$ cat config.mk
export PLATFORM = sky130hd
export DESIGN_NAME = mod3_serial_tx_flat
export DESIGN_NICKNAME = d
export VERILOG_FILES = /design/src/rtl/mod3_serial_tx_if.sv /design/src/rtl/mod3_serial_tx.sv /design/src/flat_wrapper.sv
export SDC_FILE = /design/constraint.sdc
export NUM_CORES = 1
export LEC_CHECK = 0
export ABC_AREA = 1
export CAP_MARGIN = 20
export CORE_MARGIN = 2
export CORE_UTILIZATION = 45
export DETAILED_ROUTE_END_ITERATION = 8
export PLACE_DENSITY_LB_ADDON = 0.2
export SLEW_MARGIN = 20
export SYNTH_ARGS = -nofsm -noshare
export SYNTH_HDL_FRONTEND = slang
export SYNTH_SLANG_ARGS = --single-unit
$ cat constraint.sdc
create_clock -name clk -period 1.5 [get_ports clk]
set_clock_uncertainty 0.1 [all_clocks]
set_input_delay 0.375 -clock clk [delete_from_list [all_inputs] [get_ports clk]]
set_output_delay 0.375 -clock clk [all_outputs]
set_load 0.1 [all_outputs]
$ cat src/rtl/mod3_serial_tx_if.sv
// mod3_serial_tx_if: word handshake in, serial stream plus running mod-3 status out.
// The transmitter takes the slave modport; the word source / stream observer takes master.
interface mod3_serial_tx_if #(
    parameter int WIDTH = 8
);
    logic             in_valid;
    logic [WIDTH-1:0] in_data;
    logic             in_ready;
    logic             data;
    logic             data_valid;
    logic             frame_last;
    logic [1:0]       stream_rem;
    logic             stream_div3;

    modport slave (
        input  in_valid, in_data,
        output in_ready, data, data_valid, frame_last, stream_rem, stream_div3
    );

    modport master (
        output in_valid, in_data,
        input  in_ready, data, data_valid, frame_last, stream_rem, stream_div3
    );
endinterface

$ cat src/rtl/mod3_serial_tx.sv
// mod3_serial_tx: parallel-to-serial transmitter, MSB first, one bit per clock,
// with a running remainder mod 3 of everything sent since reset.
// Optional feature macro MOD3_TX_PAD_EN: append 2 pad bits per frame so every
// frame is a multiple of 3 and stream_rem is 0 at each frame_last.
module mod3_serial_tx #(
    parameter int WIDTH = 8
) (
    input  logic            clk,
    input  logic            rst_n,
    mod3_serial_tx_if.slave bus
);
    localparam int CW = $clog2(WIDTH + 2);

`ifdef MOD3_TX_PAD_EN
    typedef enum logic [1:0] {IDLE, SHIFT, PAD} state_t;
`else
    typedef enum logic [1:0] {IDLE, SHIFT} state_t;
`endif

    state_t           state;
    logic [WIDTH-1:0] shreg;     // remaining payload bits, next bit in the MSB
    logic [CW-1:0]    cnt;       // index of the bit currently on data
    logic             data_q;
    logic             dv_q;
    logic             last_q;
    logic [1:0]       rem_q;
    logic             div3_q;
    logic             ready_q;
    logic             accept;

    // rem' = (2*rem + b) mod 3 as a lookup, no arithmetic needed
    function automatic logic [1:0] rem_step(input logic [1:0] r, input logic b);
        case (r)
            2'd0:    return b ? 2'd1 : 2'd0;
            2'd1:    return b ? 2'd0 : 2'd2;
            default: return b ? 2'd2 : 2'd1;
        endcase
    endfunction

`ifdef MOD3_TX_PAD_EN
    logic [1:0] frame_rem;       // payload value mod 3 for the current frame
    logic       pad_lo;          // second pad bit, held while the first is out
    logic [1:0] pad_val;

    // pad p = (3 - r) mod 3; appending 2 bits multiplies by 4 == 1 mod 3
    always_comb begin
        pad_val = 2'd0;
        case (frame_rem)
            2'd1:    pad_val = 2'd2;
            2'd2:    pad_val = 2'd1;
            default: pad_val = 2'd0;
        endcase
    end
`endif

    assign accept          = bus.in_valid && ready_q;
    assign bus.in_ready    = ready_q;
    assign bus.data        = data_q;
    assign bus.data_valid  = dv_q;
    assign bus.frame_last  = last_q;
    assign bus.stream_rem  = rem_q;
    assign bus.stream_div3 = div3_q;

    // Frame FSM; every output is registered alongside the bit it describes
    always_ff @(posedge clk or negedge rst_n) begin
        if (!rst_n) begin
            state   <= IDLE;
            shreg   <= '0;
            cnt     <= '0;
            data_q  <= 1'b0;
            dv_q    <= 1'b0;
            last_q  <= 1'b0;
            rem_q   <= 2'd0;
            div3_q  <= 1'b0;
            ready_q <= 1'b1;
`ifdef MOD3_TX_PAD_EN
            frame_rem <= 2'd0;
            pad_lo    <= 1'b0;
`endif
        end else if (accept) begin
            // ready is only high in IDLE or on the final bit, so this also
            // covers the gapless back-to-back reload
            state   <= SHIFT;
            shreg   <= {bus.in_data[WIDTH-2:0], 1'b0};
            cnt     <= CW'(WIDTH - 1);
            data_q  <= bus.in_data[WIDTH-1];
            dv_q    <= 1'b1;
            last_q  <= 1'b0;
            ready_q <= 1'b0;
            rem_q   <= rem_step(rem_q, bus.in_data[WIDTH-1]);
            div3_q  <= (rem_step(rem_q, bus.in_data[WIDTH-1]) == 2'd0);
`ifdef MOD3_TX_PAD_EN
            frame_rem <= rem_step(2'd0, bus.in_data[WIDTH-1]);
`endif
        end else begin
            case (state)
                SHIFT: begin
                    if (last_q) begin
                        state   <= IDLE;
                        data_q  <= 1'b0;
                        dv_q    <= 1'b0;
                        last_q  <= 1'b0;
                        div3_q  <= 1'b0;
                        ready_q <= 1'b1;
`ifdef MOD3_TX_PAD_EN
                    end else if (cnt == '0) begin
                        state   <= PAD;
                        data_q  <= pad_val[1];
                        pad_lo  <= pad_val[0];
                        rem_q   <= rem_step(rem_q, pad_val[1]);
                        div3_q  <= (rem_step(rem_q, pad_val[1]) == 2'd0);
`endif
                    end else begin
                        data_q <= shreg[WIDTH-1];
                        shreg  <= {shreg[WIDTH-2:0], 1'b0};
                        cnt    <= cnt - CW'(1);
                        rem_q  <= rem_step(rem_q, shreg[WIDTH-1]);
                        div3_q <= (rem_step(rem_q, shreg[WIDTH-1]) == 2'd0);
`ifdef MOD3_TX_PAD_EN
                        frame_rem <= rem_step(frame_rem, shreg[WIDTH-1]);
`else
                        last_q  <= (cnt == CW'(1));
                        ready_q <= (cnt == CW'(1));
`endif
                    end
                end
`ifdef MOD3_TX_PAD_EN
                PAD: begin
                    if (last_q) begin
                        state   <= IDLE;
                        data_q  <= 1'b0;
                        dv_q    <= 1'b0;
                        last_q  <= 1'b0;
                        div3_q  <= 1'b0;
                        ready_q <= 1'b1;
                    end else begin
                        data_q  <= pad_lo;
                        last_q  <= 1'b1;
                        ready_q <= 1'b1;
                        rem_q   <= rem_step(rem_q, pad_lo);
                        div3_q  <= (rem_step(rem_q, pad_lo) == 2'd0);
                    end
                end
`endif
                default: begin
                    // idle: stream value, and so stream_rem, is untouched
                    data_q  <= 1'b0;
                    dv_q    <= 1'b0;
                    last_q  <= 1'b0;
                    div3_q  <= 1'b0;
                    ready_q <= 1'b1;
                end
            endcase
        end
    end
endmodule

$ cat src/flat_wrapper.sv
// flat-port wrapper written by rule: the top's interface ports become plain ports
module mod3_serial_tx_flat 
#(
    parameter int WIDTH = 8
)
  (clk, rst_n, bus_in_valid, bus_in_data, bus_in_ready, bus_data, bus_data_valid, bus_frame_last, bus_stream_rem, bus_stream_div3);
  mod3_serial_tx_if #(.WIDTH(WIDTH)) bus_i ();
  input  logic clk;
  input  logic rst_n;
  input wire logic [$bits(bus_i.in_valid)-1:0] bus_in_valid;
  input wire logic [$bits(bus_i.in_data)-1:0] bus_in_data;
  output wire logic [$bits(bus_i.in_ready)-1:0] bus_in_ready;
  output wire logic [$bits(bus_i.data)-1:0] bus_data;
  output wire logic [$bits(bus_i.data_valid)-1:0] bus_data_valid;
  output wire logic [$bits(bus_i.frame_last)-1:0] bus_frame_last;
  output wire logic [$bits(bus_i.stream_rem)-1:0] bus_stream_rem;
  output wire logic [$bits(bus_i.stream_div3)-1:0] bus_stream_div3;
  assign bus_i.in_valid = bus_in_valid;
  assign bus_i.in_data = bus_in_data;
  assign bus_in_ready = bus_i.in_ready;
  assign bus_data = bus_i.data;
  assign bus_data_valid = bus_i.data_valid;
  assign bus_frame_last = bus_i.frame_last;
  assign bus_stream_rem = bus_i.stream_rem;
  assign bus_stream_div3 = bus_i.stream_div3;
  mod3_serial_tx #(.WIDTH(WIDTH)) u_core (.clk(clk), .rst_n(rst_n), .bus(bus_i));
endmodule
---- After elaboration in Yosys (flattened, before gate mapping) ----
Cells that the tools add are included.
operators by class
  multiplexer cells ....................... 37
  add/subtract/negate cells ............... 1
  equality and inequality tests ........... 5
  reductions and logical operators ........ 8
operators with widths
  cell                   count
  $mux W2                12
  $mux W8                3
  $mux W1                17
  $mux W4                3
  $pmux W2 S2            2
  $logic_not A2 Y1       3
  $eq A2 B1 Y1 const B   2
  $eq A4 B1 Y1 const B   1
  $reduce_and A2 Y1      2
  $reduce_bool A2 Y1     2
  $sub A4 B1 Y4 const B  1
  $ne A3 B1 Y1 const B   1
  $ne A2 B2 Y1 const B   1
  $logic_and A1 B1 Y1    1
word-level totals
  register bits after elaboration ......... 21
  word-level logic and storage cells ...... 60
  input port bits ......................... 11

---- Logic depth before layout (Yosys ltp) ----
  word-level depth ........................ 9
  mapped depth ............................ 6
  depth with buffers taken out ............ 6

---- Least setup slack after synthesis ----
Ideal clock, no wire load.
  path kind ............................... reg-to-reg
  start point ............................. register u_core.last_q, in the netlist u_core.bus.frame_last
  end point ............................... register u_core.rem_q[0], in the netlist u_core.bus.stream_rem[0]
  path buffers ............................ 0
  arrival time ............................ 1574 ps
  path slack .............................. -244 ps
  required time ........................... 1330 ps
  cell stages (with the launch flop) ...... 7
  cell sequence ........................... dfrtp_1 -> inv_1 -> nand2_4 -> nand2_4 -> inv_6 -> nand2_1 -> nand3_1
on the way
  cells in the longest elaborated chain, start to end .. 2
RTL lines
  item                         line                   text
  from (decl)                  mod3_serial_tx.sv:25   logic last_q;
  from (signal assigned)       mod3_serial_tx.sv:122  last_q <= (cnt == CW'(1));
  $ne A2 B2 Y1 (no line)       n/a
  $reduce_and A2 Y1 (no line)  n/a
  to (signal assigned)         mod3_serial_tx.sv:90   rem_q <= rem_step(rem_q, bus.in_data[WIDTH-1]);
  to (signal assigned)         mod3_serial_tx.sv:117  rem_q <= rem_step(rem_q, shreg[WIDTH-1]);
  to (decl)                    mod3_serial_tx.sv:26   logic [1:0] rem_q;
Every way passes these cells.
A chain may end at the register's enable or synchronous reset.

---- Final worst setup path ----
  start point ............................. register u_core.ready_q, in the netlist u_core.bus.in_ready
  end point ............................... output bus_in_ready
RTL lines
  item                    line                   text
  from (decl)             mod3_serial_tx.sv:28   logic ready_q;
  from (signal assigned)  mod3_serial_tx.sv:123  ready_q <= (cnt == CW'(1));
  to (decl)               flat_wrapper.sv:12     output wire logic [$bits(bus_i.in_ready)-1:0] bus_in_ready;
No word-level cell between the ends.

==> summary.txt <==
Worst setup path
  • Required time at the endpoint of the critical path: 1.02 ns
  • Arrival time of the worst setup path: 1.12 ns
  • RR Endpoint: u_core.bus.stream_rem[0]
  • Critical path launch point type: flip-flop
  • Buf+Inv Stages, Crit Path: 1
  • Nature of the critical path endpoint: primary output
  • Worst r2r src: u_core.bus.in_ready
  • Crit path cell chain: buf_12
  • Family of cells with the greatest summed delay on the critical path: flip-flops
  • Slack of the worst reg-to-reg path: 0.10 ns
  • Slowest cell on the critical path: dfstp_4
  • Largest stage delay on the critical path: 0.64 ns
  • Crit Path Category: reg2out
  • R2R cell count: 6
  • Critical path peak fanout: 2

Clocking
  • Number of buffers on the longest clock path: 2
  • Clock input transition at the sequential cells of the worst setup and hold paths: 0.11 ns
  • Clock Root Buffer: clkbuf_4
  • Number of sinks on the clock net: 19
  • Clk_lat worst skew: 0.30 ns
  • Post-CTS Hold Fix Bufs: 0
  • Total CTS buffers: 3
  • Maximum level of the CTS H-tree: 1
  • CTS tree: yes

Floorplan
  • Number of placement rows: 16
  • Height of the die: 49.76 microns
  • Area inside the core boundary: 1962 sq um
  • Die X-Extent: 49.76 microns
  • I/O Pins: 18
  • Initial core utilization: 48.02%
  • Die area: 2476 sq um

Synthesis
  • Post-synth cell types: 18
  • Mapped Avg Cell Area: 8.193 sq um
  • Cell types with the largest area share after synthesis: dfrtp_1, nand2_1, nand3_1
  • Cell area after technology mapping: 942.2 sq um
  • Top cell type's share of synthesized area: 47.81%
  • Count of yosys warnings during synthesis: 0
  • Sequential element share of the synthesized area: 50.60%
  • Net count after synthesis: 128
  • Mapped Cells: 115
  • Total of flip-flops plus latches after synthesis: 19
  • Post-synth top area cell: dfrtp_1

Route
  • Ratio of routed vias to standard cells: 4.892
  • WL final: 1867 microns
  • TritonRoute pass-1 iters: 4
  • Total DRC errors in the routed layout: 0
  • DRC violation total after the first TritonRoute iteration: 17
  • Met1 Wirelength: 778 microns
  • Number of antenna-violating nets in the routed design: 0
  • Uppermost routed layer: met4
  • Avg WL per Cell: 11.18 microns
  • DR WL met2: 937 microns
  • Total vias in the final route: 817
  • Met3 layer wire length in the routed design: 92 microns

Final layout
  • FILL cells: 187
  • Register cell area after layout: 484.2 sq um
  • Commonest non-fill, non-tap cell in the layout: nand2_1
  • Share of layout cells above drive strength 1: 20.71%
  • Area of the multi-input gates: 414.1 sq um
  • Final design area excluding fillers: 1284 sq um
  • Final Instance Count excl. Fillers: 167
  • Area growth from synthesis to layout: 36.25%
  • Post-layout net count: 154
  • Commonest cells after routing, fill and taps aside: nand2_1, nand3_1, dfrtp_1
  • Antenna diode count: 0

Timing
  • Measured slew at the worst slew-check pin: 0.2453 ns
  • Final number of setup-violating endpoints: 1
  • Final slew viol count: 0
  • Fmax: 628.9 MHz
  • Post-route clock period utilization: 106.0%
  • Post-layout minimum cycle time: 1.590 ns
  • Worst path setup slack after routing: -0.09007 ns
  • RSZ-0062 raised after global routing: yes
  • Worst-case headroom to the max-slew limit: 83.47%
  • Fin. Hold Viols: 0

Hold path
  • Worst hold path type: in2async

Global routing
  • Largest net degree at the start of global routing: 20
  • Vias in the first global route: 775
  • First-pass GRT wire length: 3401 microns
  • GRT overflow: 0
  • Global-route usage over all layers: 18.35%
  • Antenna violations before repair: 0

Power
  • Combinational Power Share: 60.2%
  • Worst ir drop on vdd: 1.211 mV
  • Sequential group share of total power: 31.4%
  • Power per standard cell area: 2400 nW/um^2
  • Clock group share of total power: 8.4%
  • Leakage power: 0.6519 nW
  • Proportion of total power due to net switching: 51.00%
  • Power dissipated by switching net loads: 1.571 mW
  • Internal power: 1.510 mW

Place
  • RD Place Congestion: 0.9344
  • Cell Area, Placed: 1246 sq um
  • Final HPWL from detailed placement: 1397 microns
  • Number of buffers added on ports: 17
  • # placed instances: 162

Job
  • Number of violations of the max-capacitance limit: 0

Status
  • Result of the run: finished, violations left
  • Failing checks: setup timing
metrics by stage:
stage          setup slack, ns  setup TNS (ns)  total power [mW]  util [%]  hold WS (ns)
4_1_cts               -0.09768        -0.09768             3.103     65.31        0.3032
3_3_place_gp          -0.06336         -0.4686             2.776     63.52        0.3616
6_report              -0.09007        -0.09007             3.081     65.43        0.3064
5_1_grt                -0.1313         -0.1313             3.312     65.43        0.3252
3_5_place_dp          -0.07269         -0.5858             2.818     63.52        0.3589
2_1_floorplan          0.03152               0             2.192         -      -0.02059
state kept, by name (all words and copies together), names as in the netlist:
name,count
u_core.shreg,7
u_core.cnt,4
u_core.bus.stream_rem,2
u_core.bus.data,1
u_core.bus.data_valid,1
u_core.bus.frame_last,1
u_core.bus.in_ready,1
u_core.bus.stream_div3,1
u_core.state,1
cell usage after synthesis:
| cell type | number |
|---|---|
| a21oi_1 | 1 |
| ha_1 | 2 |
| inv_2 | 1 |
| nor2_8 | 1 |
| o21ai_0 | 4 |
| inv_8 | 1 |
| nand2_4 | 3 |
| o211ai_1 | 1 |
| nand2_1 | 45 |
| nand2_2 | 1 |
| nand3_1 | 15 |
| inv_6 | 1 |
| nand4_1 | 1 |
| inv_1 | 8 |
| dfrtp_1 | 18 |
| dfstp_2 | 1 |
| nor2_2 | 1 |
| nor2_1 | 10 |
power by group through the flow:
stage / logic (mW) / registers (mW) / clock network (mW)
floorplan: 0.720 / 1.47 / 0
global placement: 1.80 / 0.971 / 0
detailed placement: 1.84 / 0.982 / 0
CTS: 1.87 / 0.966 / 0.268
global route: 2.01 / 1.00 / 0.294
finish: 1.86 / 0.967 / 0.259
kinds of logic (layout without fill, tap and decap cells):
group           after synthesis  count (layout)  share of synthesized area, %
compound gates                6               6                         3.453
simple gates                 77              77                         37.58
flops                        19              19                         50.60
buf+inv                      11              36                         5.710
fa+ha+maj                     2               2                         2.656
layer usage:
| layer | up-vias | global-route usage (%) |
|---|---|---|
| met5 | - | 0 |
| met4 | 0 | 11.11 |
| met3 | 7 | 3.030 |
| met2 | 27 | 29.56 |
| met1 | 369 | 22.94 |
| li1 | 414 | - |
how the worst max path moves through the flow:
stage / from / endpoint / slack [ns] / cells past startpoint
global route: u_core.bus.in_ready / bus_in_ready / -0.13 / 1
CTS: u_core.bus.in_ready / bus_in_ready / -0.1 / 1
detailed placement: bus_in_valid / u_core.bus.stream_rem[1] / -0.07 / 6
floorplan: u_core.bus.in_ready / u_core.bus.stream_rem[0] / 0.03 / 5
global placement: bus_in_valid / u_core.shreg[5] / -0.06 / 6
finish: u_core.bus.in_ready / bus_in_ready / -0.09 / 1
area by class of cell:
class	count	area share, %
sequential	19	37.72
multi-input combinational	85	32.26
timing repair buffer	21	21.05
inverter	11	4.191
tap	27	2.632
clock buffer	3	1.754
clock inverter	1	0.3899
repair_timing:
item / in CTS / in global routing
setup endpoints to repair: 1 / 2
resized for setup: 0 / 1
hold endpoints to repair: 0 / 0
setup buffers: 1 / 0
Note: power is estimated with default switching activity, not from simulation.
